### src/rtl/dm_ctrl.sv
// dm_ctrl: MEM-stage data-memory access controller.
// Serves one load/store at a time against a word-wide memory with
// combinational read data. Sub-word loads are extended here, and sub-word
// stores use a read-modify-write sequence.
module dm_ctrl #(
  parameter int unsigned AW = 10
) (
  input  logic          clk,
  input  logic          rst,
  input  logic          req,
  input  logic [2:0]    op,
  input  logic [31:0]   addr,
  input  logic [31:0]   wdata,
  output logic          busy,
  output logic          done,
  output logic          err,
  output logic [31:0]   rdata,
  output logic [AW-1:0] dm_addr,
  output logic [31:0]   dm_din,
  output logic          dm_we,
  input  logic [31:0]   dm_dout
);

  typedef enum logic [1:0] {
    IDLE   = 2'd0,
    ACCESS = 2'd1,
    WRITE  = 2'd2,
    DONE   = 2'd3
  } state_t;

  localparam logic [2:0] OP_LW  = 3'b000;
  localparam logic [2:0] OP_LB  = 3'b001;
  localparam logic [2:0] OP_LBU = 3'b010;
  localparam logic [2:0] OP_LH  = 3'b011;
  localparam logic [2:0] OP_LHU = 3'b100;
  localparam logic [2:0] OP_SW  = 3'b101;
  localparam logic [2:0] OP_SB  = 3'b110;
  localparam logic [2:0] OP_SH  = 3'b111;

  state_t        state_q, state_d;
  logic [2:0]    op_q, op_d;
  logic [AW+1:0] addr_q, addr_d;
  logic [31:0]   wdata_q, wdata_d;
  logic          err_q, err_d;
  logic [31:0]   buf_q, buf_d;
  logic [31:0]   rdata_q, rdata_d;

  logic          misaligned;
  logic          is_load;
  logic [31:0]   load_ext;
  logic [31:0]   merged;
  logic [7:0]    sel_byte;
  logic [15:0]   sel_half;

  // Upper address bits lie outside the memory and are deliberately ignored.
  logic unused_addr;
  assign unused_addr = ^addr[31:AW+2];

  // Alignment check on the incoming request.
  always_comb begin
    misaligned = 1'b0;
    case (op)
      OP_LW, OP_SW:         misaligned = (addr[1:0] != 2'b00);
      OP_LH, OP_LHU, OP_SH: misaligned = addr[0];
      default:              misaligned = 1'b0;
    endcase
  end

  // Load extraction and sign/zero extension from the addressed memory word.
  always_comb begin
    is_load  = (op_q == OP_LW) || (op_q == OP_LB) || (op_q == OP_LBU) ||
               (op_q == OP_LH) || (op_q == OP_LHU);
    sel_byte = dm_dout[7:0];
    case (addr_q[1:0])
      2'd0:    sel_byte = dm_dout[7:0];
      2'd1:    sel_byte = dm_dout[15:8];
      2'd2:    sel_byte = dm_dout[23:16];
      default: sel_byte = dm_dout[31:24];
    endcase
    sel_half = addr_q[1] ? dm_dout[31:16] : dm_dout[15:0];
    case (op_q)
      OP_LB:   load_ext = {{24{sel_byte[7]}}, sel_byte};
      OP_LBU:  load_ext = {24'd0, sel_byte};
      OP_LH:   load_ext = {{16{sel_half[15]}}, sel_half};
      OP_LHU:  load_ext = {16'd0, sel_half};
      default: load_ext = dm_dout;
    endcase
  end

  // Merge the store byte/halfword into the previously read word.
  always_comb begin
    merged = buf_q;
    if (op_q == OP_SB) begin
      case (addr_q[1:0])
        2'd0:    merged[7:0]   = wdata_q[7:0];
        2'd1:    merged[15:8]  = wdata_q[7:0];
        2'd2:    merged[23:16] = wdata_q[7:0];
        default: merged[31:24] = wdata_q[7:0];
      endcase
    end else if (op_q == OP_SH) begin
      if (addr_q[1]) merged[31:16] = wdata_q[15:0];
      else           merged[15:0]  = wdata_q[15:0];
    end
  end

  // Next-state and request-field update logic.
  always_comb begin
    state_d = state_q;
    op_d    = op_q;
    addr_d  = addr_q;
    wdata_d = wdata_q;
    err_d   = err_q;
    buf_d   = buf_q;
    rdata_d = rdata_q;
    case (state_q)
      IDLE: begin
        if (req) begin
          op_d    = op;
          addr_d  = addr[AW+1:0];
          wdata_d = wdata;
          err_d   = misaligned;
          state_d = misaligned ? DONE : ACCESS;
        end
      end
      ACCESS: begin
        if (is_load) begin
          rdata_d = load_ext;
          state_d = DONE;
        end else if (op_q == OP_SW) begin
          state_d = DONE;
        end else begin
          buf_d   = dm_dout;
          state_d = WRITE;
        end
      end
      WRITE:   state_d = DONE;
      default: state_d = IDLE;
    endcase
  end

  // State and request registers.
  always_ff @(posedge clk or posedge rst) begin
    if (rst) begin
      state_q <= IDLE;
      op_q    <= '0;
      addr_q  <= '0;
      wdata_q <= '0;
      err_q   <= 1'b0;
      buf_q   <= '0;
      rdata_q <= '0;
    end else begin
      state_q <= state_d;
      op_q    <= op_d;
      addr_q  <= addr_d;
      wdata_q <= wdata_d;
      err_q   <= err_d;
      buf_q   <= buf_d;
      rdata_q <= rdata_d;
    end
  end

  // Outputs decoded from registered state and registered request fields only.
  always_comb begin
    busy    = (state_q != IDLE);
    done    = (state_q == DONE);
    err     = (state_q == DONE) && err_q;
    rdata   = rdata_q;
    dm_addr = addr_q[AW+1:2];
    dm_we   = 1'b0;
    dm_din  = '0;
    if (state_q == ACCESS && op_q == OP_SW) begin
      dm_we  = 1'b1;
      dm_din = wdata_q;
    end else if (state_q == WRITE) begin
      dm_we  = 1'b1;
      dm_din = merged;
    end
  end

endmodule

### config.mk
export PLATFORM = sky130hd
export DESIGN_NAME = dm_ctrl
export DESIGN_NICKNAME = d
export VERILOG_FILES = /design/src/rtl/dm_ctrl.sv
export SDC_FILE = /design/constraint.sdc
export NUM_CORES = 1
export LEC_CHECK = 0
export BUFFER_PORTS_ARGS = -buffer_cell sky130_fd_sc_hd__buf_2
export CAP_MARGIN = 20
export CORE_MARGIN = 3
export CORE_UTILIZATION = 51
export DETAILED_ROUTE_END_ITERATION = 8
export PLACE_DENSITY = 0.78
export RECOVER_POWER = 50
export SYNTH_ARGS = -nofsm -noshare
export SYNTH_HDL_FRONTEND = slang
export SYNTH_SLANG_ARGS = --single-unit
### constraint.sdc
create_clock -name clk -period 7.5 [get_ports clk]
set_input_delay 0 -clock clk [delete_from_list [all_inputs] [get_ports clk]]
set_output_delay 0 -clock clk [all_outputs]
set_load 0.01 [all_outputs]
==> key figures <==
Power and ir drop
  • Maximum vdd drop: 0.258 mV
  • Pleak: 0.00390 uW
  • Pwr dens: 462 nW/um^2

Logic synthesis
  • Share of flip-flops with an asynchronous set or reset: 100%
  • Mapped Nets: 761
  • Syn Area/Cell: 10.2 um^2
  • Ys flop type: dfrtp_1
  • Post-synth EDFFs: 0
  • Mapped Cells: 655
  • Ranking of synthesized cells by area: dfrtp_1 43%, mux2_2 13%, mux2i_1 5.1%
  • Synth Register Bits: 114
  • Sequential area share after synthesis: 42.5%
  • Yosys top cell area share: 42.5%
  • Area leader, netlist: dfrtp_1
  • YS warnings: 0
  • Synth unique cells: 47
  • Synthesized cell area: 6710 um^2

GRT
  • Remaining Overflow, GRT: 0
  • Number of antenna violations at the first check in global routing: 0
  • Busiest grt layer: met2
  • Vias in the first global route: 6164
  • Met2 Use GR: 46.7%
  • Global-route wire length before repair: 32700 um
  • Largest net degree at the start of global routing: 81
  • Grt met1 use: 37.2%
  • M3 GR Usage: 6.03%
  • Total GRT Usage: 28.9%

Routing
  • Routed Antenna Nets: 0
  • Drt first-iter violations: 595
  • Vias post-DR: 6239
  • Pre-Repair DR Iteration Count: 5
  • Drc violations: 0
  • Total wire length: 20800 um
  • DR vias/cell: 5.98
  • WL per Instance: 19.9 um

Timing
  • Crit share post-route: 43.5%
  • Fmax: 307 MHz
  • Setup TNS: 0 ns
  • Worst-Margin Slew: 2.21 ns
  • Max-slew headroom: -47.3%
  • Slew Limit Fails: 87
  • Hold violation count in the final report: 0
  • Min Clock Period, post-route: 3.26 ns
  • Setup violators final: 0
  • Clock skew: 0.0106 ns
  • RSZ-0062 raised after global routing: false
  • Hold Slack: 0.352 ns
  • Setup ws final: 4.24 ns

Die
  • Rows: 41
  • Boundary Pins: 180
  • Core Region: 12700 um^2
  • Die X: 121 um
  • DIE HEIGHT: 121 um
  • Starting density of the core: 52.7%
  • Die area: 14600 um^2

Status
  • Status: finished, violations left
  • Failing checks: capacitance limit, slew limit

Worst setup path
  • Top fanout value on the critical path: 42
  • Worst Setup End Kind: flip-flop
  • WS Path Type: flip-flop to flip-flop
  • CP arrival: 3.55 ns
  • WP data required: 7.79 ns
  • CP peak stage delay: 1.61 ns
  • Worst-path cell chain: inv_1 > ha_1 > nand2_1 > clkbuf_1 > mux2_2
  • Slowest stage cell, crit path: clkbuf_1
  • Crit path launch type: flip-flop

Place
  • Number of port buffers: 159
  • GP Congestion: 0.874
  • DP HPWL: 13600 um
  • Place WS: 4.76 ns

Clocking
  • Clock buffer depth: 2
  • CTS H-tree lvls: 4
  • Post-cts repair resize count: 0
  • Clock Latency Late Sink: 0.42 ns
  • Root buf cell: clkbuf_16
  • CTS Sinks: 114
  • CTS clock-pin slew for the worst setup and hold paths: 0.05 ns
  • CTS tree: yes
  • Total CTS buffers: 17

Job
  • Max-Cap Viols: 2

Layout
  • Area delta synth->final: 31.5%
  • Share of post-route cells with drive strength above 1: 28.7%
  • Number of nets in the layout: 964

Worst hold path
  • Hold Crit Class: primary input to flip-flop
-- cell families after synthesis --
family,after synthesis,synth area share [%]
AOI/OAI and AO/OA,190,19.2
and+or+nand+nor,152,11.4
muxes,121,21.0
DFF,114,42.5
buffers and inverters,73,5.04
adders and majority gates,4,0.746
xor gates and xnor gates,1,0.131
-- critical path, delay by kind of cell, from the launching register on --
| kind | cells | cell delay (ns) |
|---|---|---|
| simple gates | 1 | 0.29 |
| fa+ha+maj | 1 | 0.25 |
| flops | 1 | 0.40 |
| mux | 1 | 0.46 |
| buf+inv | 2 | 1.70 |
-- flip-flops by register name (all words and copies together), names as in the netlist --
| signal | count |
|---|---|
| err_q | 1 |
| rdata | 32 |
| wdata_q | 32 |
| addr_q | 12 |
| buf_q | 32 |
| state_q | 2 |
| op_q | 3 |
-- cell usage in the layout, fill, tap and decap left out, types with 3 or more instances in the layout --
cell type / count
buf_2: 114
dfrtp_1: 113
dlygate4sd3_1: 81
mux2_2: 79
nand2_1: 56
clkbuf_1: 50
o21ai_0: 44
a21oi_1: 38
mux2i_1: 34
nor2_1: 29
o22ai_1: 23
a22o_1: 22
nand2b_1: 19
clkbuf_16: 17
a221o_1: 16
and3_1: 13
nor2b_1: 12
a221oi_1: 11
a31oi_1: 10
mux4_2: 8
or2_2: 7
buf_4: 7
inv_1: 6
clkbuf_8: 6
a21o_1: 5
a311oi_1: 5
and2_1: 4
ha_1: 4
clkinv_2: 4
nor3b_1: 3
a2bb2oi_1: 3
o21ai_1: 3
-- repair_timing --
action,CTS,global route
buffers inserted,0,0
hold endpoints to repair,156,0
hold buffers,81,0
-- synthesized netlist by cell type, types with 8 or more instances --
| library cell | instances |
|---|---|
| mux2_2 | 79 |
| dfrtp_1 | 114 |
| a221o_1 | 16 |
| nor2b_1 | 12 |
| buf_2 | 15 |
| buf_1 | 8 |
| nand2b_1 | 19 |
| a22o_1 | 22 |
| mux2i_1 | 34 |
| clkbuf_1 | 32 |
| and3_1 | 13 |
| mux4_2 | 8 |
| a21oi_1 | 38 |
| buf_4 | 10 |
| a31oi_1 | 10 |
| a221oi_1 | 11 |
| nor2_1 | 29 |
| nand2_1 | 56 |
| o22ai_1 | 23 |
| o21ai_0 | 44 |
-- through the flow --
stage,utilization (%),instances,total power (uW),cell area (um^2)
after floorplan,-,655,2670,6710
after global placement,58.6,926,3150,7460
after detailed placement,58.6,926,3240,7460
after CTS,69.4,1038,4050,8830
after global routing,69.3,1042,4330,8820
final,69.3,1043,4070,8820
-- per-layer routing --
layer	vias to the layer above	share of wire [%]	wire, um
li1	2823	-	-
met1	3042	39	8170
met2	312	49	10300
met3	62	7.6	1580
met4	0	3.7	759
met5	-	0	0
-- final cells by class --
| class | instances | area (um^2) |
|---|---|---|
| Fill cell | 1013 | 3900 |
| Multi-Input combinational cell | 468 | 3520 |
| Sequential cell | 114 | 2850 |
| Timing Repair Buffer | 250 | 1650 |
| Clock buffer | 26 | 509 |
| Tap cell | 172 | 215 |
| Clock inverter | 5 | 50.0 |
| Inverter | 7 | 27.5 |
| Antenna cell | 1 | 2.50 |
-- worst paths after layout --
| check | start | endpoint | slack [ns] | depth (start not counted) |
|---|---|---|---|---|
| min in group asynchronous | rst | addr_q[4] | 0.61 | 3 |
| min | addr[4] | addr_q[4] | 0.35 | 3 |
| max reg2reg | state_q[1] | wdata_q[23] | 4.24 | 5 |
| max in group asynchronous | rst | addr_q[1] | 5.21 | 4 |
| max | state_q[1] | wdata_q[23] | 4.24 | 5 |
| min reg2reg | err_q | err_q | 0.49 | 2 |
-- report_power, final --
| part | total (uW) | internal [uW] | switching, uW |
|---|---|---|---|
| sequential | 1290 | 939 | 352 |
| clock | 763 | 494 | 268 |
| combinational | 2020 | 943 | 1070 |
| total | 4070 | 2380 | 1700 |
No activity file was read; power rests on OpenSTA's default activity.
